===== config.mk =====
export PLATFORM = sky130hd
export DESIGN_NAME = strong_override_ctrl_flat
export DESIGN_NICKNAME = d
export VERILOG_FILES = /design/src/rtl/strong_override_ctrl_if.sv /design/src/rtl/strong_override_ctrl.sv /design/src/flat_wrapper.sv
export SDC_FILE = /design/constraint.sdc
export NUM_CORES = 1
export LEC_CHECK = 0
export BUFFER_PORTS_ARGS = -buffer_cell sky130_fd_sc_hd__buf_2
export CAP_MARGIN = 20
export CORE_AREA = 2 2 122 124
export DETAILED_ROUTE_END_ITERATION = 16
export DIE_AREA = 0 0 124 126
export HOLD_SLACK_MARGIN = 0.15
export REMOVE_ABC_BUFFERS = 1
export SLEW_MARGIN = 5
export SYNTH_ARGS = -nofsm -noshare
export SYNTH_HDL_FRONTEND = slang
export SYNTH_SLANG_ARGS = --single-unit

===== constraint.sdc =====
create_clock -name clk -period 1.75 [get_ports clk]
set_clock_uncertainty 0.1 [all_clocks]
set_input_delay 0.0875 -clock clk [delete_from_list [all_inputs] [get_ports clk]]
set_output_delay 0.0875 -clock clk [all_outputs]
set_load 0.02 [all_outputs]

===== src/rtl/strong_override_ctrl_if.sv =====
// ---------------------------------------------------------------------------
// strong_override_ctrl_if
// Groups the request handshake, strong-driver controls and bus read-back
// signals of strong_override_ctrl.
//   master : request side / environment (drives req, req_val, bus_in)
//   slave  : the controller (drives ack, busy, drv_en, drv_val, mismatch,
//            err_cnt)
// Parameter W : width of the shared strength-resolved bus.
// ---------------------------------------------------------------------------
interface strong_override_ctrl_if #(
  parameter int W = 100
);
  logic         req;
  logic [W-1:0] req_val;
  logic         ack;
  logic         busy;
  logic         drv_en;
  logic [W-1:0] drv_val;
  logic [W-1:0] bus_in;
  logic         mismatch;
  logic [7:0]   err_cnt;

  modport master (
    output req, req_val, bus_in,
    input  ack, busy, drv_en, drv_val, mismatch, err_cnt
  );

  modport slave (
    input  req, req_val, bus_in,
    output ack, busy, drv_en, drv_val, mismatch, err_cnt
  );
endinterface


===== src/rtl/strong_override_ctrl.sv =====
// ---------------------------------------------------------------------------
// strong_override_ctrl
// Drives a value strongly onto a shared strength-resolved bus for a fixed
// number of cycles, optionally verifying the resolved bus reads back the
// driven value.
//
// Ports:
//   clk      : sole clock, rising edge
//   rst      : synchronous, active-high reset
//   bus      : strong_override_ctrl_if.slave
//     req      (in)  request an override, honoured only in IDLE
//     req_val  (in)  value to drive, captured on acceptance
//     ack      (out) one-cycle pulse in RELEASE
//     busy     (out) high outside IDLE
//     drv_en   (out) strong driver enable (SETTLE and CHECK)
//     drv_val  (out) strong driver value, held after release
//     bus_in   (in)  resolved bus read back
//     mismatch (out) one-cycle pulse after a failed compare
//     err_cnt  (out) saturating count of mismatch pulses
//
// Parameters: W (bus width), HOLD (compare cycles, 1..255).
// Build option: define STRONG_OVERRIDE_CHECK_EN to enable read-back checking;
// otherwise mismatch/err_cnt are tied to 0 and bus_in is ignored.
//
// Timing, with the accept cycle as cycle 0: SETTLE cycle 1, CHECK cycles
// 2..HOLD+1, RELEASE (ack) cycle HOLD+2, next acceptance at HOLD+3 at the
// earliest.
// ---------------------------------------------------------------------------
module strong_override_ctrl #(
  parameter int W    = 100,
  parameter int HOLD = 4
) (
  input  logic                   clk,
  input  logic                   rst,
  strong_override_ctrl_if.slave  bus
);

  typedef enum logic [1:0] {
    IDLE    = 2'd0,
    SETTLE  = 2'd1,
    CHECK   = 2'd2,
    RELEASE = 2'd3
  } state_t;

  localparam logic [7:0] HOLD_M1 = 8'(HOLD - 1);

  state_t       state_q, state_d;
  logic [7:0]   cnt_q, cnt_d;
  logic [W-1:0] drv_val_q, drv_val_d;

  // Next state and datapath capture
  always_comb begin
    state_d   = state_q;
    cnt_d     = cnt_q;
    drv_val_d = drv_val_q;
    case (state_q)
      IDLE: begin
        if (bus.req) begin
          drv_val_d = bus.req_val;
          state_d   = SETTLE;
        end
      end
      SETTLE: begin
        cnt_d   = HOLD_M1;
        state_d = CHECK;
      end
      CHECK: begin
        // counter reaching 0 marks the last of HOLD compare cycles
        if (cnt_q == 8'd0) begin
          state_d = RELEASE;
        end else begin
          cnt_d = cnt_q - 8'd1;
        end
      end
      RELEASE: begin
        state_d = IDLE;
      end
      default: begin
        state_d = IDLE;
      end
    endcase
  end

  // State register
  always_ff @(posedge clk) begin
    if (rst) begin
      state_q   <= IDLE;
      cnt_q     <= 8'd0;
      drv_val_q <= '0;
    end else begin
      state_q   <= state_d;
      cnt_q     <= cnt_d;
      drv_val_q <= drv_val_d;
    end
  end

  assign bus.busy    = (state_q != IDLE);
  assign bus.drv_en  = (state_q == SETTLE) || (state_q == CHECK);
  assign bus.ack     = (state_q == RELEASE);
  assign bus.drv_val = drv_val_q;

`ifdef STRONG_OVERRIDE_CHECK_EN
  function automatic logic [7:0] sat_inc8(input logic [7:0] v);
    return (v == 8'hFF) ? v : v + 8'd1;
  endfunction

  logic       mismatch_q, mismatch_d;
  logic [7:0] err_cnt_q, err_cnt_d;

  // Read-back compare; result is registered so the pulse lands one cycle
  // after the compared cycle.
  always_comb begin
    mismatch_d = (state_q == CHECK) && (bus.bus_in != drv_val_q);
    err_cnt_d  = mismatch_d ? sat_inc8(err_cnt_q) : err_cnt_q;
  end

  always_ff @(posedge clk) begin
    if (rst) begin
      mismatch_q <= 1'b0;
      err_cnt_q  <= 8'd0;
    end else begin
      mismatch_q <= mismatch_d;
      err_cnt_q  <= err_cnt_d;
    end
  end

  assign bus.mismatch = mismatch_q;
  assign bus.err_cnt  = err_cnt_q;
`else
  assign bus.mismatch = 1'b0;
  assign bus.err_cnt  = 8'd0;
`endif

endmodule


===== src/flat_wrapper.sv =====
// flat-port wrapper written by rule: the top's interface ports become plain ports
module strong_override_ctrl_flat 
#(
  parameter int W    = 100,
  parameter int HOLD = 4
)
  (clk, rst, bus_req, bus_req_val, bus_bus_in, bus_ack, bus_busy, bus_drv_en, bus_drv_val, bus_mismatch, bus_err_cnt);
  strong_override_ctrl_if #(.W(W)) bus_i ();
  input  logic clk;
  input  logic rst;
  input wire logic [$bits(bus_i.req)-1:0] bus_req;
  input wire logic [$bits(bus_i.req_val)-1:0] bus_req_val;
  input wire logic [$bits(bus_i.bus_in)-1:0] bus_bus_in;
  output wire logic [$bits(bus_i.ack)-1:0] bus_ack;
  output wire logic [$bits(bus_i.busy)-1:0] bus_busy;
  output wire logic [$bits(bus_i.drv_en)-1:0] bus_drv_en;
  output wire logic [$bits(bus_i.drv_val)-1:0] bus_drv_val;
  output wire logic [$bits(bus_i.mismatch)-1:0] bus_mismatch;
  output wire logic [$bits(bus_i.err_cnt)-1:0] bus_err_cnt;
  assign bus_i.req = bus_req;
  assign bus_i.req_val = bus_req_val;
  assign bus_i.bus_in = bus_bus_in;
  assign bus_ack = bus_i.ack;
  assign bus_busy = bus_i.busy;
  assign bus_drv_en = bus_i.drv_en;
  assign bus_drv_val = bus_i.drv_val;
  assign bus_mismatch = bus_i.mismatch;
  assign bus_err_cnt = bus_i.err_cnt;
  strong_override_ctrl #(.W(W), .HOLD(HOLD)) u_core (.clk(clk), .rst(rst), .bus(bus_i));
endmodule

Word-level counts from Yosys, hierarchy flattened
Index checks and enable logic that the tools add are counted.
{"block": "word_totals", "register_bits": 110, "input_bits": 203, "wordCells": 23}
{"block": "op_classes", "eq_ne": 6, "reduce_logical": 8, "n_addsub": 1, "n_mux": 5}
{"operator": "one-hot mux 8 bit (2 select lines)", "n": 1}
{"operator": "zero test 8 bit", "n": 1}
{"operator": "2-to-1 mux 8 bit", "n": 1}
{"operator": "one-hot mux 2 bit (4 select lines)", "n": 1}
{"operator": "subtractor 8 x 1 -> 8 bit, second input constant", "n": 1}
{"operator": "AND reduction 2 bit", "n": 3}
{"operator": "equality test 2 bit, second input constant", "n": 2}
{"operator": "2-to-1 mux 2 bit", "n": 2}
{"operator": "!= test 2 bit, second input constant", "n": 2}
{"operator": "nonzero test 2 bit", "n": 2}
{"operator": "equality test 2 x 1 -> 1 bit, second input constant", "n": 1}
{"operator": "zero test 2 bit", "n": 1}
{"operator": "!= test 2 x 1 -> 1 bit, second input constant", "n": 1}
{"operator": "logical OR 1 bit", "n": 1}

Logic depth before layout (Yosys ltp)
{"block": "depth", "word_depth": 3, "ltp_mapped": 7}

Least setup slack after synthesis
No wires, ideal clock.
{"block": "synth_path", "path_type": "reg-to-reg", "start": "register u_core.cnt_q[0]", "end": "register u_core.cnt_q[5]", "t_required_ns": 1.527, "setup_ns": 0.123, "arrival_ns": 1.449, "setup_slack_ns": 0.078, "path_stages_with_launch": 7, "path_buffers": 0, "cell_sequence": "dfxtp_1 inv_1 ha_1 nor3b_1 nand2_4 nand4_1 mux2_1"}
{"block": "synth_via", "elab_chain_len": 3}
{"item": "start, declared", "line": "strong_override_ctrl.sv:48", "source": "logic [7:0] cnt_q, cnt_d;"}
{"item": "start signal, assigned", "line": "strong_override_ctrl.sv:92", "source": "cnt_q <= cnt_d;"}
{"item": "subtractor 8 x 1 -> 8 bit or zero test 8 bit (tied branches)", "line": "strong_override_ctrl.sv:72, strong_override_ctrl.sv:69"}
{"item": "2-to-1 mux 8 bit or != test 2 bit (tied branches)"}
{"item": "one-hot mux 8 bit (2 select lines) or AND reduction 2 bit (tied branches)"}
Parallel ways exist; a longest one is shown, timed or not. The select of a mux whose other input is x is not followed.
A chain may end at the register's enable or synchronous reset.

Worst setup path after layout
Ends and elaborated chain as after synthesis.

==> flow_metrics.env <==
export IMPL_grt_usage_pct=16.02
export IMPL_drt_iter0_drc=105
export IMPL_post_cts_setup_buffers=0
export IMPL_start_util_pct=28.44
export IMPL_syn_area_per_cell_um2=7.952
export IMPL_die_w_um=124
export IMPL_critical_path_required_ns=1.89
export IMPL_wl_met2_um=6110
export IMPL_power_density_nw_per_um2=1278
export IMPL_end_kind="flop"
export IMPL_vias_per_cell=4.339
export IMPL_grt_overflow_total=0
export IMPL_path_max_fanout=5
export IMPL_post_route_min_period_ns=1.663
export IMPL_cap_viol_max_count=0
export IMPL_clk_pin_slew_ns=0.07
export IMPL_multi_input_comb_area_um2=1689
export IMPL_rsz0062_at_grt="true"
export IMPL_cts_sinks=110
export IMPL_cp_cell_sequence="inv_1 > ha_2 > nor3b_1 > buf_4 > nand2_4 > nand4_1 > mux2_1"
export IMPL_hp_class="reg2reg"
export IMPL_first_pass_iters=4
export IMPL_worstSetupPathType="reg2reg"
export IMPL_setup_viol_count_final=0
export IMPL_cts_tree="built"
export IMPL_final_cell_count_no_fill=1000
export IMPL_nNetsFinal=1019
export IMPL_place_area_um2=5341
export IMPL_design_area_um2=6689
export IMPL_hold_ws_ns=0.3497
export IMPL_core_um2=14310
export IMPL_synth_warnings=0
export IMPL_synth_top_area_share_pct=54.09
export IMPL_cts_buffers=9
export IMPL_drcViolationCount=0
export IMPL_clkLatencyLatePin_ns=0.34
export IMPL_layout_commonest_cell="buf_2"
export IMPL_arrival_ns=1.80
export IMPL_cts_buffer_depth=2
export IMPL_synthCells=512
export IMPL_period_share_pct=95.06
export IMPL_syn2layout_area_growth_pct=64.29
export IMPL_wl_per_cell_um=12.62
export IMPL_die_area_um2=15620
export IMPL_synth_async_sr_flop_share_pct=0
export IMPL_grt_max_degree=74
export IMPL_leakagePower_nw=3.099
export IMPL_peakVddDrop_v=0.0006701
export IMPL_met3_length_um=1009
export IMPL_synth_edf_count=0
export IMPL_ys_seq_elements=110
export IMPL_finalWirelength_um=12620
export IMPL_synthDistinctLibCells=31
export IMPL_ff_latch_area_um2=2202
export IMPL_ant_nets=0
export IMPL_clock_fmax_mhz=601.2
export IMPL_cts_root_buf="clkbuf_16"
export IMPL_yosys_area_top_type="dfxtp_1"
export IMPL_syn_area_um2=4071
export IMPL_vias=4339
export IMPL_outcome="complete, no violations"
export IMPL_antenna_found_initial=0
export IMPL_die_height_um=126
export IMPL_final_cell_mix="buf_2 (204), nand2_1 (202), dfxtp_1 (110), a21oi_1 (104), dlygate4sd3_1 (102)"
export IMPL_h_tree_depth=3
export IMPL_fill_cells=1382
export IMPL_port_buffers=205
export IMPL_drv_slew=0
export IMPL_grt_pass1_vias=4316
export IMPL_highest_layer="met4"
export IMPL_critPathLaunchType="flop"
export IMPL_ioPinCount=315
export IMPL_diodes=0
export IMPL_ys_seq_area_share_pct=54.09
export IMPL_gp_congestion=0.7356
export IMPL_dp_cells=882
export IMPL_drive_gt1_share_pct=29.90
export IMPL_wl_met1_um=5267
export IMPL_place_detailed_hpwl_um=7708
export IMPL_synth_ff_type="dfxtp_1"
export IMPL_hold_viol=0
export IMPL_synthTopCellsByArea="dfxtp_1 (54%), nand2_1 (19%), a21oi_1 (13%), clkbuf_1 (2.1%), buf_4 (1.8%)"
export IMPL_cp_slowest_cell="dfxtp_1"
export IMPL_grt_pass1_wl_um=20110
export IMPL_rows=44
export IMPL_critical_path_max_stage_delay_ns=0.32
## per-stage QoR
stage	power (mW)	setup WS, ns	util (%)	TNS, ns
floorplan	5.100	-0.9481	-	-94.81
global placement	6.275	-0.0002058	37.32	-0.0002058
detailed placement	6.308	0.01266	37.32	0
CTS	8.618	0.006261	46.61	0
global route	9.130	-0.01703	46.73	-0.02296
finish	8.547	0.08652	46.73	0
## cells in the mapped netlist, types with 2 or more instances
cell type  instances
nand2_1          203
dfxtp_1          110
a21oi_1          104
clkbuf_1          23
buf_2             10
buf_4             10
nor2_1            10
inv_1              7
ha_1               5
xnor2_1            3
a211oi_1           2
a311oi_1           2
mux2i_1            2
nand2b_1           2
nand3_1            2
nor3_1             2
## cell families after synthesis
family	count (synthesis)	share of synthesized area, %
xor gates and xnor gates	3	0.6455
adders and majority gates	5	1.537
buffers and inverters	50	5.839
AOI/OAI and AO/OA	111	14.32
muxes	3	0.7683
and+or+nand+nor	229	22.71
other	1	0.09211
DFF	110	54.09
## layout make-up
type | count | area share [%]
timing repair buffer | 323 | 33.37
sequential | 110 | 32.92
multi-input combinational | 360 | 25.25
tap | 184 | 3.442
clock buffer | 9 | 3.367
clock inverter | 7 | 1.253
inverter | 7 | 0.3928
## registers in the layout, summed over array words and instances, names as in the netlist
name and cells:
u_core.cnt_q 8, u_core.state_q 2, u_core.bus.drv_val 100
## worst max-delay path: cells and delay by family (launching register included)
kind	cells	cell delay (ns)
mux	1	0.32
buf+inv	2	0.22
flops	1	0.32
simple gates	3	0.39
fa+ha+maj	1	0.22
## per-layer routing
metal / track usage, % / vias up
met1: 17.63 / 1948
met3: 5.027 / 20
met2: 28.86 / 147
li1: - / 2224
met4: 5.221 / 0
met5: 0 / -
## where the power goes
group	internal, mW	leakage [nW]	switching, mW
sequential	2.94	0.902	0.249
clock	1.13	0.148	0.961
combinational	1.32	2.05	1.94
total	5.40	3.10	3.15
## path summary, 6_finish.rpt
check	start	slack [ns]	endpoint	cells after the start
worst min-delay path	u_core.bus.drv_val[34]	0.35	u_core.bus.drv_val[34]	2
worst max register to register	u_core.cnt_q[0]	0.09	u_core.cnt_q[5]	7
worst max-delay path	u_core.cnt_q[0]	0.09	u_core.cnt_q[5]	7
worst min register to register	u_core.bus.drv_val[34]	0.35	u_core.bus.drv_val[34]	2
## what timing repair did
item,CTS,global route
hold buffers,102,0
endpoints found under the setup margin,0,6
endpoints found under the hold margin,105,0
gates resized for setup,0,3
Power figures use the tool's default switching activity.
